### src/rtl/pipeline_pkg.sv
`default_nettype none
// ----------------------------------------------------------------------------
// pipeline_pkg : shared types and constants for the memory/writeback stage
// Revision     : 1.0
// ----------------------------------------------------------------------------
package pipeline_pkg;

    typedef enum logic [0:0] {
        IDLE   = 1'b0,
        ACCESS = 1'b1
    } mem_state_t;

    localparam logic [31:0] DEFAULT_ADDR_OFFSET = 32'd1024;
    localparam logic [3:0]  REG_PC              = 4'hF;

    // Byte address to word index; the two low bits drop out, so misaligned
    // addresses simply round down.
    function automatic logic [31:0] word_index(input logic [31:0] byte_addr,
                                               input logic [31:0] offset);
        return (byte_addr - offset) >> 2;
    endfunction

endpackage
`default_nettype wire

### src/rtl/mem_wb_reg.sv
`default_nettype none
// ----------------------------------------------------------------------------
// mem_wb_reg : MEM/WB pipeline register with bubble insertion; writes to r15 are dropped
// Revision   : 1.0
// ----------------------------------------------------------------------------
module mem_wb_reg
    import pipeline_pkg::*;
(
    input  logic        clk,
    input  logic        rst,
    input  logic        load,
    input  logic        bubble,
    input  logic        en_in,
    input  logic [3:0]  dest_in,
    input  logic [31:0] result_in,
    output logic        wb_en,
    output logic [3:0]  wb_dest,
    output logic [31:0] wb_result
);

    logic        r_en;
    logic [3:0]  r_dest;
    logic [31:0] r_result;

    always_ff @(posedge clk) begin
        if (!rst) begin
            r_en     <= 1'b0;
            r_dest   <= 4'd0;
            r_result <= 32'd0;
        end else if (load) begin
            // The register file has no r15, so that index never gets an enable.
            r_en     <= en_in & (dest_in != REG_PC);
            r_dest   <= dest_in;
            r_result <= result_in;
        end else if (bubble) begin
            r_en     <= 1'b0;
        end
    end

    assign wb_en     = r_en;
    assign wb_dest   = r_dest;
    assign wb_result = r_result;

endmodule
`default_nettype wire

### src/rtl/mem_wb_stage.sv
`default_nettype none
// ----------------------------------------------------------------------------
// mem_wb_stage : load/store handshake with timeout, plus the MEM/WB register
// Revision     : 1.0
// ----------------------------------------------------------------------------
module mem_wb_stage
    import pipeline_pkg::*;
#(
    parameter logic [31:0] ADDR_OFFSET = DEFAULT_ADDR_OFFSET,
    parameter int unsigned MEM_AW      = 8,
    parameter int unsigned TIMEOUT     = 16
)(
    input  logic              clk,
    input  logic              rst,
    input  logic              ex_valid,
    input  logic              ex_mem_r_en,
    input  logic              ex_mem_w_en,
    input  logic              ex_wb_en,
    input  logic [3:0]        ex_dest,
    input  logic [31:0]       ex_alu_res,
    input  logic [31:0]       ex_store_val,
    output logic              mem_stall,
    output logic              mem_req,
    output logic              mem_we,
    output logic [MEM_AW-1:0] mem_addr,
    output logic [31:0]       mem_wdata,
    input  logic              mem_ready,
    input  logic [31:0]       mem_rdata,
    output logic              mem_err,
    output logic              wb_en,
    output logic [3:0]        wb_dest,
    output logic [31:0]       wb_result
);

    localparam int unsigned      CNT_W    = $clog2(TIMEOUT + 1);
    localparam logic [CNT_W-1:0] CNT_LAST = CNT_W'(TIMEOUT - 1);

    mem_state_t        r_state;
    logic              r_req;
    logic              r_we;
    logic [MEM_AW-1:0] r_addr;
    logic [31:0]       r_wdata;
    logic [CNT_W-1:0]  r_cnt;
    logic              r_err;

    mem_state_t        w_state_next;
    logic              w_req_next;
    logic              w_we_next;
    logic [MEM_AW-1:0] w_addr_next;
    logic [31:0]       w_wdata_next;
    logic [CNT_W-1:0]  w_cnt_next;
    logic              w_err_next;
    logic              w_wb_load;
    logic [31:0]       w_wb_result;

    logic              w_memop;
    logic              w_timeout_hit;
    logic [MEM_AW-1:0] w_word_addr;

    assign w_memop       = ex_valid & (ex_mem_r_en | ex_mem_w_en);
    assign w_timeout_hit = (r_cnt == CNT_LAST);
    assign w_word_addr   = MEM_AW'(word_index(ex_alu_res, ADDR_OFFSET));

    // Upstream is released in the same cycle the access finishes or aborts.
    assign mem_stall = w_memop & ~((r_state == ACCESS) & (mem_ready | w_timeout_hit));

    always_comb begin
        w_state_next = r_state;
        w_req_next   = r_req;
        w_we_next    = r_we;
        w_addr_next  = r_addr;
        w_wdata_next = r_wdata;
        w_cnt_next   = r_cnt;
        w_err_next   = 1'b0;
        w_wb_load    = 1'b0;
        w_wb_result  = ex_alu_res;

        case (r_state)
            IDLE: begin
                if (w_memop) begin
                    w_state_next = ACCESS;
                    w_req_next   = 1'b1;
                    w_we_next    = ex_mem_w_en;
                    w_addr_next  = w_word_addr;
                    w_wdata_next = ex_store_val;
                    w_cnt_next   = '0;
                end else if (ex_valid) begin
                    w_wb_load = 1'b1;
                end
            end
            ACCESS: begin
                w_cnt_next  = r_cnt + 1'b1;
                w_wb_result = mem_rdata;
                if (mem_ready) begin
                    w_state_next = IDLE;
                    w_req_next   = 1'b0;
                    w_wb_load    = ex_mem_r_en;
                end else if (w_timeout_hit) begin
                    w_state_next = IDLE;
                    w_req_next   = 1'b0;
                    w_err_next   = 1'b1;
                end
            end
            default: begin
                w_state_next = IDLE;
                w_req_next   = 1'b0;
            end
        endcase
    end

    always_ff @(posedge clk) begin
        if (!rst) begin
            r_state <= IDLE;
            r_req   <= 1'b0;
            r_we    <= 1'b0;
            r_addr  <= '0;
            r_wdata <= 32'd0;
            r_cnt   <= '0;
            r_err   <= 1'b0;
        end else begin
            r_state <= w_state_next;
            r_req   <= w_req_next;
            r_we    <= w_we_next;
            r_addr  <= w_addr_next;
            r_wdata <= w_wdata_next;
            r_cnt   <= w_cnt_next;
            r_err   <= w_err_next;
        end
    end

    // Anything that is not a completing writeback is a bubble, so a stalled
    // instruction never writes the register file twice.
    mem_wb_reg u_mem_wb_reg (
        .clk       (clk),
        .rst       (rst),
        .load      (w_wb_load),
        .bubble    (~w_wb_load),
        .en_in     (ex_wb_en),
        .dest_in   (ex_dest),
        .result_in (w_wb_result),
        .wb_en     (wb_en),
        .wb_dest   (wb_dest),
        .wb_result (wb_result)
    );

    assign mem_req   = r_req;
    assign mem_we    = r_we;
    assign mem_addr  = r_addr;
    assign mem_wdata = r_wdata;
    assign mem_err   = r_err;

endmodule
`default_nettype wire

### config.mk
export PLATFORM = sky130hd
export DESIGN_NAME = mem_wb_stage
export DESIGN_NICKNAME = d
export VERILOG_FILES = /design/src/rtl/pipeline_pkg.sv /design/src/rtl/mem_wb_reg.sv /design/src/rtl/mem_wb_stage.sv
export SDC_FILE = /design/constraint.sdc
export NUM_CORES = 1
export LEC_CHECK = 0
export CAP_MARGIN = 5
export CORE_MARGIN = 3
export CORE_UTILIZATION = 44
export CTS_CLUSTER_SIZE = 14
export DETAILED_ROUTE_END_ITERATION = 10
export PLACE_DENSITY_LB_ADDON = 0.3
export SETUP_SLACK_MARGIN = 0.4
export SLEW_MARGIN = 20
export SYNTH_ARGS = -nofsm -noshare
export SYNTH_HDL_FRONTEND = slang
export SYNTH_HIERARCHICAL = 1
export SYNTH_SLANG_ARGS = --single-unit
### constraint.sdc
create_clock -name clk -period 2.27 [get_ports clk]
set_input_delay 0.227 -clock clk [delete_from_list [all_inputs] [get_ports clk]]
set_output_delay 0.227 -clock clk [all_outputs]
set_load 0.02 [all_outputs]
## Yosys cells after proc, flatten, opt, wreduce, memory -nomap -nowiden

Cells that the tools add are included.

- Word-level logic and storage cells: 45
- Output and inout port bits: 81
- Bits of input ports: 107
- Register bits after elaboration: 86

- Add/subtract/negate cells: 2
- Bitwise logic cells: 9
- Multiplexer cells: 16
- Eq/ne operators: 4
- Reduce and logical (&&, ||, !) cells: 4

Operators with widths:

| cell | count |
|---|---|
| 32-bit 2-to-1 mux | 1 |
| 1-bit 2-to-1 mux | 10 |
| 5-bit case mux with 2 select lines | 1 |
| 10-bit by 1-bit subtractor with 10-bit output (second input constant) | 1 |
| 1-bit case mux with 2 select lines | 3 |
| 2-bit AND reduction | 3 |
| 5-bit by 1-bit adder with 5-bit output (second input constant) | 1 |
| 5-bit by 4-bit equality test with 1-bit output (second input constant) | 1 |
| 5-bit 2-to-1 mux | 1 |
| 1-bit bitwise AND | 4 |
| 4-bit inequality test (second input constant) | 1 |
| 3-bit by 2-bit inequality test with 1-bit output (second input constant) | 1 |
| 1-bit inverter | 3 |
| 3-bit OR reduction | 1 |
| 2-bit inequality test (second input constant) | 1 |
| 1-bit bitwise OR | 2 |

## Logic depth before layout (Yosys ltp)

Gate-level depths: netlist of the first run.

- Word-level depth: 5
- Gate-level depth with buffers: 9
- Gate-level depth less buffers: 5

## Hierarchy

The synthesis of the first run kept the hierarchy.

By module, submodules not included:

| module | times used | seq. area each (µm²) | area each (µm²) | cells an instance |
|---|---|---|---|---|
| mem_wb_stage | 1 | 980.9 | 2436.1 | 267 |
| mem_wb_reg | 1 | 740.7 | 1417.6 | 120 |

## Least setup slack after synthesis of the first run

No wires, ideal clock.

- Path type: register to output
- From: register r_cnt[0]
- To: output mem_stall
- Data required time: 2043 ps
- Setup slack: 643 ps
- Path buffers: 0
- Arrival: 1400 ps
- Stages on the path, launching flop included: 6
- Path through: dfxtp_1 -> ha_1 -> and3_1 -> ha_1 -> o21ai_0 -> nor2b_1

- Cells in the longest elaborated chain, start to end: 5

Ends and longest elaborated chain:

| element | RTL line | source |
|---|---|---|
| start: declaration | mem_wb_stage.sv:43 | `logic [CNT_W-1:0] r_cnt;` |
| start signal: assignment | mem_wb_stage.sv:126 | `r_cnt <= w_cnt_next;` |
| 5-bit by 4-bit equality test with 1-bit output | mem_wb_stage.sv:61 | `assign w_timeout_hit = (r_cnt == CNT_LAST);` |
| net w_timeout_hit | mem_wb_stage.sv:57 | `logic w_timeout_hit;` |
| 1-bit bitwise OR | mem_wb_stage.sv:65 | `assign mem_stall = w_memop & ~((r_state == ACCESS) & (mem_ready \| w_timeout_hit));` |
| 1-bit bitwise AND | mem_wb_stage.sv:65 |  |
| 1-bit inverter | mem_wb_stage.sv:65 |  |
| 1-bit bitwise AND | mem_wb_stage.sv:65 |  |
| end: declaration | mem_wb_stage.sv:22 | `output logic mem_stall,` |

The timed path passes the listed nets, and every way through them passes these cells.

## Final worst setup path of the first run

- From: register r_cnt[0]
- To: register r_req, in the netlist mem_req

- Cells in the longest elaborated chain, start to end: 3

Ends and longest elaborated chain:

| element | RTL line | source |
|---|---|---|
| 5-bit by 4-bit equality test with 1-bit output | mem_wb_stage.sv:61 |  |
| net w_timeout_hit | mem_wb_stage.sv:57 |  |
| 3-bit by 2-bit inequality test with 1-bit output (no source line) | n/a |  |
| 2-bit AND reduction (no source line) | n/a |  |
| end signal: assignment | mem_wb_stage.sv:122 | `r_req <= w_req_next;` |
| end: declaration | mem_wb_stage.sv:39 | `logic r_req;` |

The timed path passes the listed nets, and every way through them passes these cells.
A chain may end at the register's enable or synchronous reset.

==> out/qor.txt, run 1 <==
status = finished, final reports clean
Synth top cells by count = 86 x dfxtp_1, 38 x nor2b_1, 36 x mux2i_1, 36 x o21ai_0, 33 x nand3_1
Synth Instances = 387
HPWL after detailed placement = 7828 µm
Hold Worst Slack = 0.4093 ns
chip width = 99.59 µm
final setup vio count = 0
# DRC = 0
Max-cap violations = 0
yosys warns = 6
Die ar. = 9917 µm²
initial antenna violation count = 0
gr usage total = 21.30%
Root Driver = clkbuf_8
Yosys top cell by area = dfxtp_1
total negative slack = 0 ns
via count = 3525
clock latency at the later pin of the worst-skew pair = 0.34 ns
Post-Syn Nets = 496
DR iter-0 viols = 116
CORE AREA = 8341 µm²
critical-path cell list = ha_4 -> and3_4 -> ha_4 -> o21ai_2 -> buf_4 -> buf_4 -> buf_4 -> buf_4 -> buf_4 -> buf_4 -> o211a_1
startpoint types = register
global-route wire length before repair = 17170 µm
Final Hold Viols = 0
Rel. slew slack = 63.07%
Synth top area share = 44.68%
H-tree levels = 3
Peak Freq = 545.9 MHz
sequential fraction of the synthesis area = 44.68%
CTS tree = yes
routed len/inst = 15.86 µm
Num Clock Sinks = 86
I/O pin count = 188
worst-margin pin slew = 0.5482 ns
initial core utilization = 46.20%
vias in the first global route = 3584
Tmin final = 1.832 ns
fraction of layout cells with a size suffix above 1 = 12.67%
nature of the critical path endpoint = register
Yosys reg bits = 86
slowest CP cell = dfxtp_2
Setup Skew = 0.007015 ns
asr flop ratio synth = 0%
synth top area cells = dfxtp_1 45%, mux2i_1 9.4%, mux2_2 7.0%
overall power = 0.003476 W
Port Buffer Count = 187
Post-Route WL = 10800 µm
Main synth FF type = dfxtp_1
worst-path maximum fanout = 2
period utilization = 80.69%
deepest clock path buffer count = 2
mapped cell area = 3854 µm²
HP Class = input pin to register
Max Transition Viols Final = 0
CP bufs+invs = 6
crit path DAT = 2.06 ns
top-count cell post-synth = dfxtp_1
CP top delay family = buffers and inverters
worst vdd rail ir drop = 270.3 µV
DRT Pass-1 Iters = 5
Slowest Stage Delay on Critical Path = 0.36 ns
via/cell ratio = 5.176
CTS Buf Count = 9
Nets = 680
Req. time, crit path = 2.50 ns
die height = 99.59 µm
pwr dens = 576.5 nW/µm²
n_diodes = 0
clock slew at the register clock pins of the worst setup and hold paths = 0.08 ns
P_leak = 2.182 nW
number of flops mapped to enable cells by yosys = 0
largest net degree at the start of global routing = 36
GP Congestion = 0.8778
Unique masters post-synth = 38
synthesized area per cell = 9.958 µm²
Post-DRT Antenna Nets = 0
Remaining Overflow, GRT = 0
WS Path Type = register to register
row count = 33
cell mode on critical path = buf_4
Area Growth Syn to Fin = 56.46%
RSZ-0062 raised after global routing = yes
fin util = 72.29%
metal layers:
layer	GRT usage (%)	vias to the layer above	part of all wire (%)
met5	0	-	0
li1	-	1714	-
met1	24.68	1658	40
met4	7.458	0	1.3
met3	6.802	10	9.7
met2	36.93	143	49
cell type report:
cell class,count,area (µm²)
Timing Repair Buffer,206,2023
Clock buffer,11,131.4
Sequential cell,86,1725
Inverter,3,11.26
Fill cell,620,2311
Multi-Input combinational cell,265,1947
Clock inverter,5,60.06
Tap cell,105,131.4
cells in the final DEF, fill, tap and decap left out, drive strengths merged, types with 2 or more instances in the layout:
| cell type | count |
|---|---|
| clkdlybuf4s50 | 185 |
| dfxtp | 86 |
| nor2b | 38 |
| a21boi | 38 |
| mux2i | 36 |
| o21ai | 36 |
| nand3 | 34 |
| mux2 | 24 |
| buf | 21 |
| nand2 | 19 |
| nand2b | 11 |
| clkbuf | 11 |
| o2bb2ai | 8 |
| inv | 3 |
| clkinv | 3 |
| nand4 | 2 |
| nand3b | 2 |
| ha | 2 |
| nor2 | 2 |
| or2 | 2 |
state kept, by name, indices dropped and copies added, names as in the netlist:
| signal | count |
|---|---|
| mem_addr | 8 |
| mem_err | 1 |
| mem_req | 1 |
| mem_wdata | 32 |
| mem_we | 1 |
| r_cnt | 5 |
| r_state | 1 |
| u_mem_wb_reg/wb_dest | 4 |
| u_mem_wb_reg/wb_en | 1 |
| u_mem_wb_reg/wb_result | 32 |
final timing paths:
path / start / cells past startpoint / slack [ns] / end
worst max-delay path: r_cnt[0]$_SDFFE_PN0P_ / 11 / 0.44 / mem_req$_SDFFE_PN0P_
worst min-delay path: rst / 2 / 0.41 / mem_wdata[27]$_SDFFE_PN0P_
worst max register to register: r_cnt[0]$_SDFFE_PN0P_ / 11 / 0.44 / mem_req$_SDFFE_PN0P_
worst min register to register: mem_addr[2]$_SDFFE_PN0P_ / 1 / 0.47 / mem_addr[2]$_SDFFE_PN0P_
per-stage QoR:
| step | setup WS, ns | cells | area (µm²) |
|---|---|---|---|
| finish | 0.4383 | 681 | 6030 |
| global route | 0.3968 | 681 | 6030 |
| CTS | 0.4039 | 681 | 6011 |
| detailed placement | 0.1361 | 656 | 5725 |
| global placement | 0.1746 | 656 | 5725 |
| floorplan | 0.6433 | 387 | 3854 |
power by group:
group	switching, W	total (W)	internal (W)
clock network	0.000528	0.00104	0.000512
logic	0.000352	0.000804	0.000452
registers	0.0000426	0.00163	0.00159
total	0.000923	0.00348	0.00255
repair_timing:
action | in CTS | in global routing
endpoints found under the setup margin | 1 | 2
gates resized for setup | 14 | 3
pin swaps | 2 | 0
setup buffers | 9 | 0
hold endpoints to repair | 0 | 0
hold buffers | 0 | 0
cell families (layout without fill, tap and decap cells):
group,after synthesis,in the layout,synth area share [%]
AO/OA/AOI/OAI,87,87,15.33
XOR/XNOR,1,1,0.2273
adder cells (fa/ha/maj),2,2,0.6492
buffers and inverters,36,225,5.942
flip-flops,86,86,44.68
multiplexers,60,60,16.36
AND/OR/NAND/NOR,115,115,16.82
(Power assumes the default switching activity.)
==> inputs of run 2 (changes only) <==
--- a/config.mk
+++ b/config.mk
@@ -7,7 +7,7 @@
 export LEC_CHECK = 0
 export CAP_MARGIN = 5
 export CORE_MARGIN = 3
-export CORE_UTILIZATION = 44
+export CORE_UTILIZATION = 41
 export CTS_CLUSTER_SIZE = 14
 export DETAILED_ROUTE_END_ITERATION = 10
 export PLACE_DENSITY_LB_ADDON = 0.3
==> constraint.sdc (replaced) <==
create_clock -name clk -period 1.75 [get_ports clk]
set_input_delay 0.175 -clock clk [delete_from_list [all_inputs] [get_ports clk]]
set_output_delay 0.175 -clock clk [all_outputs]
set_load 0.02 [all_outputs]
==> run 2 against run 1 <==
Critical endpoint is now mem_stall. Combinational power increased by 55%. Largest power group unchanged. Flip-flop and latch count unchanged. Final area increased by 11%. Highest routed layer unchanged. Clock skew increased by 0.0026 ns. Clock power increased by 37%.
==> out/qor.txt, run 2 (synthesized netlist as in run 1, its figures left out) <==
status = finished, final reports clean
crit path launch = r_cnt[0]$_SDFFE_PN0P_
Hold Path Origin = rst
CP bufs+invs = 1 (-5)
clock latency at the later pin of the worst-skew pair = 0.34 ns (about the same)
period utilization = 99.15%
P_leak = 2.888 nW (+32%)
Area Growth Syn to Fin = 74.19%
Req. time, crit path = 1.57 ns (-0.93 ns)
n_diodes = 0 (unchanged)
Final Hold Viols = 0 (unchanged)
Root Driver = clkbuf_8
HPWL after detailed placement = 7906 µm (+0.99%)
nature of the critical path endpoint = primary output
DRT Pass-1 Iters = 6 (+1)
chip width = 103.0 µm (+3.4%)
Tmin final = 1.735 ns
global-route wire length before repair = 17300 µm (+0.76%)
Post-Route WL = 12610 µm (+17%)
critical-path cell list = ha_4 -> and3_4 -> ha_4 -> o21ai_2 -> nor2b_4 -> buf_6
crit path DAT = 1.56 ns (-0.50 ns)
slowest CP cell = dfxtp_2
most frequent cells in the layout = 101 x clkdlybuf4s50_1, 83 x dlygate4sd2_1, 83 x dfxtp_1, 36 x nor2b_1, 34 x a21boi_1
Rel. slew slack = 73.85% (+11 points)
worst-margin pin slew = 0.3922 ns (-0.1560 ns)
initial antenna violation count = 0 (unchanged)
multi-input logic area = 2188 µm² (+12%)
HP Class = input pin to register
initial core utilization = 43.14% (-3.1 points)
DR iter-0 viols = 92 (-21%)
GP Congestion = 0.7964 (-9.3%)
Post-DRT Antenna Nets = 0 (unchanged)
vias in the first global route = 3582 (-0.056%)
clock slew at the register clock pins of the worst setup and hold paths = 0.08 ns (about the same)
Slowest Stage Delay on Critical Path = 0.34 ns (-0.02 ns)
fin util = 75.14% (+2.8 points)
via/cell ratio = 5.214 (+0.74%)
Max-cap violations = 0 (unchanged)
Remaining Overflow, GRT = 0 (unchanged)
Die ar. = 10600 µm² (+6.9%)
deepest clock path buffer count = 2 (unchanged)
CP top delay family = flip-flops
I/O pin count = 188 (unchanged)
Setup Skew = 0.009588 ns (+0.002573 ns)
number of fill cells = 639 (+3.1%)
Final Instance Count excl. Fillers = 714 (+4.8%)
CORE AREA = 8934 µm² (+7.1%)
register area = 1728 µm² (+0.15%)
startpoint types = register
largest net degree at the start of global routing = 45 (+25%)
Placed Cells = 674 (+2.7%)
cell mode on critical path = ha_4
WS Path Type = register to primary output
worst vdd rail ir drop = 443.0 µV (+64%)
Nets = 710 (+4.4%)
row count = 34 (+3.0%)
worst-path maximum fanout = 2 (unchanged)
most common cell after layout, fill and taps aside = clkdlybuf4s50_1
gr usage total = 20.52% (-0.78 points)
Num Clock Sinks = 86 (unchanged)
final setup vio count = 0 (unchanged)
RSZ-0062 raised after global routing = yes
Finished Cell Area = 6713 µm² (+11%)
total negative slack = 0 ns (unchanged)
routed len/inst = 17.66 µm (+11%)
CTS tree = yes
Placed Area = 5871 µm² (+2.5%)
pwr dens = 714.8 nW/µm² (+24%)
Max Transition Viols Final = 0 (unchanged)
Port Buffer Count = 187 (unchanged)
fraction of layout cells with a size suffix above 1 = 23.43% (+11 points)
CTS Buf Count = 9 (unchanged)
Reg2Reg Launch Point = r_state$_SDFF_PN0_
die height = 103.0 µm (+3.4%)
H-tree levels = 3 (unchanged)
# DRC = 0 (unchanged)
Peak Freq = 576.3 MHz
via count = 3723 (+5.6%)
[run 2: cell types whose count changed in the layout (fill, tap and decap cells not counted), moves of 4 or more]
cell and change:
buf_8 +6, dlygate4sd2_1 +83, buf_6 +9, o21ai_0 -34, mux2_4 +13, o21ai_1 +4, o21ai_2 +30, mux2_2 -13
clkdlybuf4s50_1 -84, buf_12 +6, clkbuf_16 +7
[run 2: final timing paths]
check,endpoint,slack (ns),cells after the start
worst min register to register,mem_wdata[18]$_SDFFE_PN0P_,0.45,2
worst max register to register,u_mem_wb_reg/wb_result[17]$_SDFFE_PN0P_,0.31,7
worst min-delay path,mem_wdata[6]$_SDFFE_PN0P_,0.19,2
worst max-delay path,mem_stall,0.01,6
[run 2: stage by stage]
step | hold WS [ns] | setup WS, ns | power (W)
after floorplan | 0.3142 | 0.3003 | 0.002684
after global placement | 0.4464 | -0.2202 | 0.003206
after detailed placement | 0.4508 | -0.2485 | 0.003224
after CTS | 0.1651 | -0.02797 | 0.004638
after global routing | 0.1674 | -0.04990 | 0.005004
final | 0.1939 | 0.01493 | 0.004798
[run 2: layout make-up]
type | count | area share, %
clock inverter | 3 | 0.6337
clock buffer | 13 | 2.367
tap | 108 | 2.013
multi-input combinational | 265 | 32.60
sequential | 86 | 25.74
timing repair buffer | 236 | 36.40
inverter | 3 | 0.2423
[run 2: where the power goes]
part / switching (W) / total, W / internal [W]
clock: 0.000684 / 0.00142 / 0.000738
combinational: 0.000555 / 0.00125 / 0.000698
sequential: 0.0000630 / 0.00212 / 0.00206
total: 0.00130 / 0.00480 / 0.00350
[run 2: what timing repair did]
action | in CTS | in global routing
endpoints found under the setup margin | 152 | 70
hold buffers | 0 | 0
gates cloned | 2 | 8
pin swaps | 5 | 28
resized for setup | 121 | 104
setup buffers | 8 | 6
[run 2: layer usage]
metal | share of wire, % | up-vias | track usage [%]
met2 | 52 | 156 | 35.57
met4 | 1.5 | 0 | 7.470
met1 | 37 | 1766 | 23.06
li1 | - | 1785 | -
met3 | 8.8 | 16 | 7.510
met5 | 0 | - | 0
